--- src/rtl/tdc_run_ctrl.sv ---
// Measurement sequencer for one TDC channel: arms, resets and times out shots, queues results for readout.
// Latency: earliest push RST_CYC+1 cycles after a shot enters CLR; a pushed word shows on oValid the next cycle.
// Backpressure: oValid/iReady drain of a fall-through FIFO; a result arriving while full with no pop is dropped and flagged.
module tdc_run_ctrl #(
    parameter int DW      = 24,
    parameter int CNT_W   = 16,
    parameter int RST_CYC = 4,
    parameter int TIMEOUT = 1024,
    parameter int FIFO_AW = 3
) (
    input  logic               clk,
    input  logic               iRst,
    input  logic               iStart,
    input  logic               iAbort,
    input  logic [CNT_W-1:0]   iNumMeas,
    output logic               oTdcEnable,
    output logic               oTdcRst,
    input  logic               iTdcDone,
    input  logic [DW-1:0]      iTdcData,
    output logic [DW-1:0]      oData,
    output logic               oValid,
    input  logic               iReady,
    output logic [FIFO_AW:0]   oLevel,
    output logic               oBusy,
    output logic               oRunDone,
    output logic               oOverflow,
    output logic [7:0]         oTimeouts
);

    localparam int TMR_W = $clog2(TIMEOUT);
    localparam int RC_W  = $clog2(RST_CYC + 1);
    localparam int DEPTH = 1 << FIFO_AW;

    localparam logic [TMR_W-1:0]   TMR_LAST = TMR_W'(TIMEOUT - 1);
    localparam logic [RC_W-1:0]    RC_LAST  = RC_W'(RST_CYC - 1);
    localparam logic [FIFO_AW:0]   PTR_ONE  = (FIFO_AW + 1)'(1);

    typedef enum logic [1:0] {
        S_IDLE = 2'd0,
        S_CLR  = 2'd1,
        S_ARM  = 2'd2,
        S_FIN  = 2'd3
    } state_t;

    state_t             r_state;
    logic [CNT_W-1:0]   r_shots_left;
    logic [TMR_W-1:0]   r_timer;
    logic [RC_W-1:0]    r_rst_cnt;
    logic               r_tdc_en;
    logic               r_tdc_rst;
    logic               r_busy;
    logic               r_run_done;
    logic               r_overflow;
    logic [7:0]         r_timeouts;

    logic [DW-1:0]      r_mem [DEPTH];
    logic [FIFO_AW:0]   r_wr_ptr;
    logic [FIFO_AW:0]   r_rd_ptr;

    logic               w_empty;
    logic               w_full;
    logic               w_pop;
    logic               w_done_arm;
    logic               w_timeout;
    logic               w_push;
    logic               w_drop;

    assign w_empty    = (r_wr_ptr == r_rd_ptr);
    assign w_full     = (r_wr_ptr[FIFO_AW] != r_rd_ptr[FIFO_AW]) &&
                        (r_wr_ptr[FIFO_AW-1:0] == r_rd_ptr[FIFO_AW-1:0]);
    assign w_pop      = !w_empty && iReady;

    // A done in the abort cycle is discarded; done beats a coincident timeout.
    assign w_done_arm = (r_state == S_ARM) && iTdcDone && !iAbort;
    assign w_timeout  = (r_state == S_ARM) && !iTdcDone && !iAbort && (r_timer == TMR_LAST);
    assign w_push     = w_done_arm && (!w_full || w_pop);
    assign w_drop     = w_done_arm && w_full && !w_pop;

    assign oValid     = !w_empty;
    assign oLevel     = r_wr_ptr - r_rd_ptr;
    // Gate the head word so an empty FIFO never exposes stale or unreset memory.
    assign oData      = w_empty ? '0 : r_mem[r_rd_ptr[FIFO_AW-1:0]];

    assign oTdcEnable = r_tdc_en;
    assign oTdcRst    = r_tdc_rst;
    assign oBusy      = r_busy;
    assign oRunDone   = r_run_done;
    assign oOverflow  = r_overflow;
    assign oTimeouts  = r_timeouts;

    // Run sequencer: state, shot/reset/timeout counters, registered TDC controls and run flags.
    always_ff @(posedge clk or posedge iRst) begin
        if (iRst) begin
            r_state      <= S_IDLE;
            r_shots_left <= '0;
            r_timer      <= '0;
            r_rst_cnt    <= '0;
            r_tdc_en     <= 1'b0;
            r_tdc_rst    <= 1'b1;
            r_busy       <= 1'b0;
            r_run_done   <= 1'b0;
            r_overflow   <= 1'b0;
            r_timeouts   <= 8'd0;
        end else begin
            r_run_done <= 1'b0;
            if (w_drop) begin
                r_overflow <= 1'b1;
            end
            if (w_timeout && (r_timeouts != 8'hFF)) begin
                r_timeouts <= r_timeouts + 8'd1;
            end

            if (iAbort && (r_state != S_IDLE)) begin
                r_state   <= S_IDLE;
                r_tdc_en  <= 1'b0;
                r_tdc_rst <= 1'b0;
                r_busy    <= 1'b0;
            end else begin
                case (r_state)
                    S_IDLE: begin
                        r_tdc_en  <= 1'b0;
                        r_tdc_rst <= 1'b0;
                        if (iStart) begin
                            r_shots_left <= iNumMeas;
                            r_overflow   <= 1'b0;
                            r_timeouts   <= 8'd0;
                            r_rst_cnt    <= '0;
                            r_busy       <= 1'b1;
                            if (iNumMeas == '0) begin
                                r_state <= S_FIN;
                            end else begin
                                r_state   <= S_CLR;
                                r_tdc_rst <= 1'b1;
                            end
                        end
                    end
                    S_CLR: begin
                        if (r_rst_cnt == RC_LAST) begin
                            r_state   <= S_ARM;
                            r_timer   <= '0;
                            r_tdc_rst <= 1'b0;
                            r_tdc_en  <= 1'b1;
                        end else begin
                            r_rst_cnt <= r_rst_cnt + RC_W'(1);
                        end
                    end
                    S_ARM: begin
                        r_timer <= r_timer + TMR_W'(1);
                        if (iTdcDone || (r_timer == TMR_LAST)) begin
                            r_shots_left <= r_shots_left - CNT_W'(1);
                            r_tdc_en     <= 1'b0;
                            if (r_shots_left == CNT_W'(1)) begin
                                r_state <= S_FIN;
                            end else begin
                                r_state   <= S_CLR;
                                r_rst_cnt <= '0;
                                r_tdc_rst <= 1'b1;
                            end
                        end
                    end
                    S_FIN: begin
                        r_run_done <= 1'b1;
                        r_tdc_en   <= 1'b0;
                        r_busy     <= 1'b0;
                        r_state    <= S_IDLE;
                    end
                    default: begin
                        r_state <= S_IDLE;
                    end
                endcase
            end
        end
    end

    // FIFO pointers; pointers carry one extra bit so full and empty are distinguishable.
    always_ff @(posedge clk or posedge iRst) begin
        if (iRst) begin
            r_wr_ptr <= '0;
            r_rd_ptr <= '0;
        end else begin
            if (w_push) begin
                r_wr_ptr <= r_wr_ptr + PTR_ONE;
            end
            if (w_pop) begin
                r_rd_ptr <= r_rd_ptr + PTR_ONE;
            end
        end
    end

    // FIFO storage; contents need no reset because the read side is gated by empty.
    always_ff @(posedge clk) begin
        if (w_push) begin
            r_mem[r_wr_ptr[FIFO_AW-1:0]] <= iTdcData;
        end
    end

endmodule

--- config.mk ---
export PLATFORM = sky130hd
export DESIGN_NAME = tdc_run_ctrl
export DESIGN_NICKNAME = d
export VERILOG_FILES = /design/src/rtl/tdc_run_ctrl.sv
export SDC_FILE = /design/constraint.sdc
export NUM_CORES = 1
export LEC_CHECK = 0
export ABC_AREA = 0
export CAP_MARGIN = 40
export CORE_MARGIN = 5
export CORE_UTILIZATION = 50
export CTS_CLUSTER_DIAMETER = 150
export CTS_CLUSTER_SIZE = 28
export DETAILED_ROUTE_END_ITERATION = 7
export DONT_BUFFER_PORTS = 1
export HOLD_SLACK_MARGIN = 0.08
export PLACE_DENSITY = 0.71
export SLEW_MARGIN = 0
export SYNTH_ARGS = -nofsm -noshare
export SYNTH_HDL_FRONTEND = slang
export SYNTH_SLANG_ARGS = --single-unit
--- constraint.sdc ---
create_clock -name clk -period 8.2 [get_ports clk]
set_clock_uncertainty 0.1 [all_clocks]
set_input_delay 1.64 -clock clk [delete_from_list [all_inputs] [get_ports clk]]
set_output_delay 1.64 -clock clk [all_outputs]
set_load 0.05 [all_outputs]
==> Yosys cells after proc, flatten, opt, wreduce, memory -nomap -nowiden <==
Memory sizes are Yosys's and may differ from the RTL's.
Index checks and enable logic that the tools add are counted.
{ "classes": {"add_sub_neg": 7, "n_eq_ne": 19, "n_mux": 44, "bitwise_logic": 1, "n_reduce_logical": 35} }
{ "op_table": {"columns": ["cell", "count"], "rows": [
  ["16-bit 2-to-1 mux", 2],
  ["8-bit 2-to-1 mux", 4],
  ["16-bit one-hot mux with 2 select lines", 1],
  ["24-bit 2-to-1 mux", 1],
  ["10-bit one-hot mux with 2 select lines", 1],
  ["1-bit 2-to-1 mux", 19],
  ["16-bit by 1-bit equality test with 1-bit output (second input constant)", 1],
  ["16-bit logical NOT", 1],
  ["16-bit by 1-bit subtractor with 16-bit output (second input constant)", 1],
  ["1-bit logical AND", 12],
  ["2-bit 2-to-1 mux", 6],
  ["3-bit 2-to-1 mux", 4],
  ["10-bit by 1-bit adder with 10-bit output (second input constant)", 1],
  ["10-bit equality test (second input constant)", 1],
  ["10-bit 2-to-1 mux", 1],
  ["3-bit != test (second input constant)", 3],
  ["3-bit one-hot mux with 3 select lines", 1],
  ["4-bit by 1-bit adder with 4-bit output (second input constant)", 2],
  ["8-bit by 1-bit adder with 8-bit output (second input constant)", 1],
  ["2-bit != test (second input constant)", 4],
  ["8-bit != test (second input constant)", 1],
  ["2-bit one-hot mux with 4 select lines", 1],
  ["4-bit AND reduction", 2],
  ["1-bit one-hot mux with 3 select lines", 2],
  ["22 further kinds", 33]
]} }
{ "totals": {"register_bits": 52, "ram_bits": 192, "in_bits": 46, "memories": 1} }
{ "memory_table": {"columns": ["memory", "depth", "width", "rd", "rd_ports_with_merged_regs", "write_ports", "line", "rtl"], "rows": [
  ["r_mem", 8, 24, 1, 0, 1, "56", "logic [DW-1:0] r_mem [DEPTH];"]
]} }

==> Logic depth before layout (Yosys ltp) <==
{ "depth": {"depth_word": 9, "depth_mapped": 10} }

==> Worst setup path after synthesis <==
Ideal clock, no wire load.
{ "synth_timing": {"path_kind": "input to register", "start": "input port iAbort", "end": "memory r_mem[6][0], enable pin", "arrival_time_ns": 4.180, "t_required_ns": 7.665, "setup_slack_ns": 3.485, "path_stages": 4, "n_path_buf": 1, "cell_sequence": "clkbuf_1 -> nor4_2 -> nand2_1 -> nor3_1"} }
{ "synth_between": {"elab_chain_len": 5} }
{ "synth_rtl": {"columns": ["element", "line", "rtl"], "rows": [
  ["start: declaration", "14", "input logic iAbort,"],
  ["1-bit logical NOT", "74", "assign w_done_arm = (r_state == S_ARM) && iTdcDone && !iAbort;"],
  ["1-bit logical AND", "74", null],
  ["1-bit logical AND", "76", "assign w_push = w_done_arm && (!w_full || w_pop);"],
  ["1-bit 2-to-1 mux", "192", "if (w_push) begin"],
  ["1-bit 2-to-1 mux (implied by the code)", "193", "r_mem[r_wr_ptr[FIFO_AW-1:0]] <= iTdcData;"],
  ["end: declaration", "56", null]
]} }
Every way passes these cells.

==> Worst setup path after layout <==
{ "layout_timing": {"start": "register r_rd_ptr[2]", "end": "output port oData[2]"} }
{ "layout_between": {"elab_chain_len": 2, "word_cells_on_any_way": 3, "classes_between": "eq/ne (1); mux (1); memory (1)"} }
{ "layout_rtl": {"columns": ["element", "line", "rtl"], "rows": [
  ["start: declaration", "58", "logic [FIFO_AW:0] r_rd_ptr;"],
  ["start signal: assignment", "185", "r_rd_ptr <= r_rd_ptr + PTR_ONE;"],
  ["memory 8 x 24 bit / 4-bit equality test (equally long branches)", null, null],
  ["24-bit 2-to-1 mux *", "82", "assign oData = w_empty ? '0 : r_mem[r_rd_ptr[FIFO_AW-1:0]];"],
  ["end: declaration", "20", "output logic [DW-1:0] oData,"]
]} }
Mark *: on every way between the ends. The rest lies on a longest branch, timed or not.

==> flow_summary_export.csv <==
group,metric,value,unit
setup_path,critical-path-max-stage-delay,0.69,ns
global_route,grt_max_degree,53,
timing,setup-violations-final,0,
drt,totalWireLength,22100,um
logic_synthesis,synth_common_cells,"edfxtp_1, nand2_1, dfrtp_1",
timing,finalMaxSlewViolations,0,
finish,antenna_cells,0,
run_status,run_status,"completed",
setup_path,rrSetupSlack,4.18,ns
power,power.density,353,nW/um^2
logic_synthesis,dominantRegCellSynth,"edfxtp_1",
clock_network,cts_made_buffers,12,
drt,drc,0,
logic_synthesis,ys_seq_elements,244,
floorplanning,die_y,155,um
min_path,min_to,"r_wr_ptr[3]",
clock_network,postCtsSetupBuffers,0,
placed_design,dp.cells,973,
logic_synthesis,yosys.area.top_type_share,55.0,%
logic_synthesis,yosysSeqAreaShare,67.4,%
finish,nFillCells,1641,
setup_path,critPathKind,"flop to primary output",
logic_synthesis,synth_top_area_cell,"edfxtp_1",
logic_synthesis,post-synth-top-count-cell,"edfxtp_1",
clock_network,path_clk_slew,0.10,ns
logic_synthesis,synth_area_leaders,"edfxtp_1, dfrtp_1, mux4_2, nand2_1, a21oi_1",
logic_synthesis,syn_area_per_cell,15.2,um^2
power,total_power,4.05,mW
drt,drt-pass1-iter-count,4,
drt,drt_iter0_drc,399,
timing,fin_crit_sh,56.4,%
drt,wl_per_cell,22.2,um
logic_synthesis,yosysWarnings,0,
logic_synthesis,synth-edff-count,192,
placed_design,postPlaceCellArea,11100,um^2
logic_synthesis,synth-simple-area-share,9.94,%
timing,worstMarginPinSlew,0.900,ns
setup_path,r2r_cells,8,
global_route,grt-ovfl-total,0,
global_route,grt_pass1_vias,6301,
min_path,hold_path_class,"flop to flop",
setup_path,crit_family,"buffers and inverters",
setup_path,slowest_stage,"dfrtp_1",
logic_synthesis,synth.distinct_cells,63,
timing,slew_headroom,39.8,%
logic_synthesis,syn_nets,751,
finish,nets,774,
job,cap_violations,0,
finish,seq_area,7070,um^2
finish,layout-drive-gt1-share,18.1,%
finish,postLayoutCellArea,11500,um^2
clock_network,cts_tree,"done",
finish,areaGrowthSynthToFinish,9.32,%
logic_synthesis,synth_compound_area_share,6.16,%
logic_synthesis,synthAdderAreaFrac,1.98,%
logic_synthesis,muxShareOfSynthArea,11.1,%
setup_path,cp_cell_sequence,"inv_2 -> ha_1 -> and4_1 -> buf_16 -> a21oi_1 -> buf_4",
setup_path,cp.required,6.46,ns
setup_path,cp_num_buf_inv,3,
finish,multi_input_area,3240,um^2
setup_path,start_kind,"flop",
setup_path,end_kind,"primary output",
power,leakagePower,3.93,nW
clock_network,cts_max_level,1,
logic_synthesis,async_reset_ff_share,21.3,%
min_path,worstHoldPathCells,1,
timing,hold_viol_final,0,
setup_path,cp.arrival,2.88,ns
floorplanning,std_cell_rows,53,
clock_network,cts_hold_buf,0,
floorplanning,die_area,24000,um^2
floorplanning,io_pins,88,
floorplanning,floorplan.initialDensity,50.4,%
timing,rsz0062_at_grt,"no",
timing,finalSetupTns,0,ns
placed_design,dp_hpwl,14100,um
global_route,grt.total_usage,18.4,%
clock_network,clk_latency,0.47,ns
drt,avgViaCountPerCell,6.06,
global_route,antenna_found_initial,0,
floorplanning,core-area,20800,um^2
clock_network,cts_resized,0,
timing,max_freq,216,MHz
logic_synthesis,syn_area,10500,um^2
logic_synthesis,synth_xor_area_share,1.42,%
placed_design,gp_congestion,0.841,
placed_design,port-buffer-count,0,
drt,antenna_left,0,
clock_network,clock_sinks,244,
global_route,grt_pass1_wl,34800,um
min_path,min-delay-start,"r_wr_ptr[3]",
setup_path,worstPathMaxFanout,25,
setup_path,r2r-end,"r_mem[6][0]",
drt,vias,6019,
logic_synthesis,synth_top_family_by_area,"multiplexers",
clock_network,cts_root_buf,"clkbuf_16",
setup_path,worst_r2r_startpoint,"r_rd_ptr[2]",
clock_network,clockBufferDepth,3,
timing,min_period,4.62,ns
floorplanning,dieWidth,155,um
finish,instances_no_fill,993,
logic_synthesis,synthCells,689,
power,peakVddDrop,192,uV
## layout by cell type, fill, tap and decap left out, types with 5 or more instances in the layout
cell type | netlist | routed
edfxtp_1 | 192 | 192
nand2_1 | 79 | 79
dfrtp_1 | 51 | 49
mux4_2 | 48 | 48
a21oi_1 | 39 | 39
buf_4 | 0 | 36
nor2_1 | 27 | 27
nand3_1 | 22 | 22
o21ai_0 | 20 | 20
inv_1 | 20 | 19
ha_1 | 15 | 15
clkbuf_16 | 0 | 13
xnor2_1 | 11 | 11
nor3_1 | 16 | 9
nor4_1 | 9 | 9
nand4_1 | 8 | 8
nor3_2 | 1 | 8
nand2b_1 | 7 | 7
xor2_1 | 6 | 6
o22ai_1 | 6 | 6
clkbuf_1 | 22 | 6
o31ai_1 | 5 | 5
## cell families after synthesis
group / after synthesis
and+or+nand+nor: 201
DFF: 244
muxes: 55
buffers and inverters: 53
xor gates and xnor gates: 17
adders and majority gates: 16
AOI/OAI and AO/OA: 103
## report_power, final
part	total (mW)	switching (mW)	leakage [nW]	internal (mW)
Clock	0.664	0.364	0.172	0.299
Combinational	1.78	1.14	1.37	0.644
Sequential	1.60	0.177	2.39	1.42
Total	4.05	1.68	3.93	2.37
## metrics by stage
stage | hold slack (ns) | utilization (%) | worst slack, ns
3_3_place_gp | 0.382 | 52.0 | 2.98
3_5_place_dp | 0.388 | 53.3 | 4.00
4_1_cts | 0.403 | 55.0 | 3.56
2_1_floorplan | 0.362 | - | 3.49
5_1_grt | 0.428 | 55.0 | 3.43
6_report | 0.405 | 55.0 | 3.58
## cell type report
class	instances	area share, %
clock buffers	19	3.03
clock inverters	1	0.0764
inverters	22	0.720
multi-input cells	392	28.3
flip-flops and latches	244	61.7
well taps	275	3.00
repair buffers	40	3.21
## sequential cells by signal, indices dropped and copies added, names as in the netlist, 2 cells and up
| name | count |
|---|---|
| r_state | 2 |
| r_wr_ptr | 4 |
| r_rst_cnt | 3 |
| r_mem | 192 |
| r_rd_ptr | 4 |
| r_shots_left | 16 |
| r_timer | 10 |
| oTimeouts | 8 |
## worst reg2reg max path: cells and delay by family, from the launching register on
| family | cells | cell delay, ns |
|---|---|---|
| flip-flops | 1 | 0.69 |
| adder cells (fa/ha/maj) | 1 | 0.45 |
| buffers and inverters | 2 | 0.78 |
| AND/OR/NAND/NOR | 5 | 1.68 |
## how the worst max path moves through the flow
stage,cells after the start,endpoint,from,slack [ns]
2_1_floorplan,4,r_mem[6][0],iAbort,3.49
3_3_place_gp,4,oData[1],r_rd_ptr[2],2.98
3_5_place_dp,5,r_mem[6][0],iTdcDone,4.00
4_1_cts,6,oData[2],r_rd_ptr[2],3.56
5_1_grt,6,oData[2],r_rd_ptr[2],3.43
6_report,6,oData[2],r_rd_ptr[2],3.58
## per-layer routing
metal	vias up	routed length, um	track usage [%]
li1	2706	-	-
met3	26	1590	3.86
met2	201	11200	31.6
met4	0	405	4.37
met1	3086	8850	24.5
met5	-	0	0
Note: power is estimated with default switching activity, not from simulation.
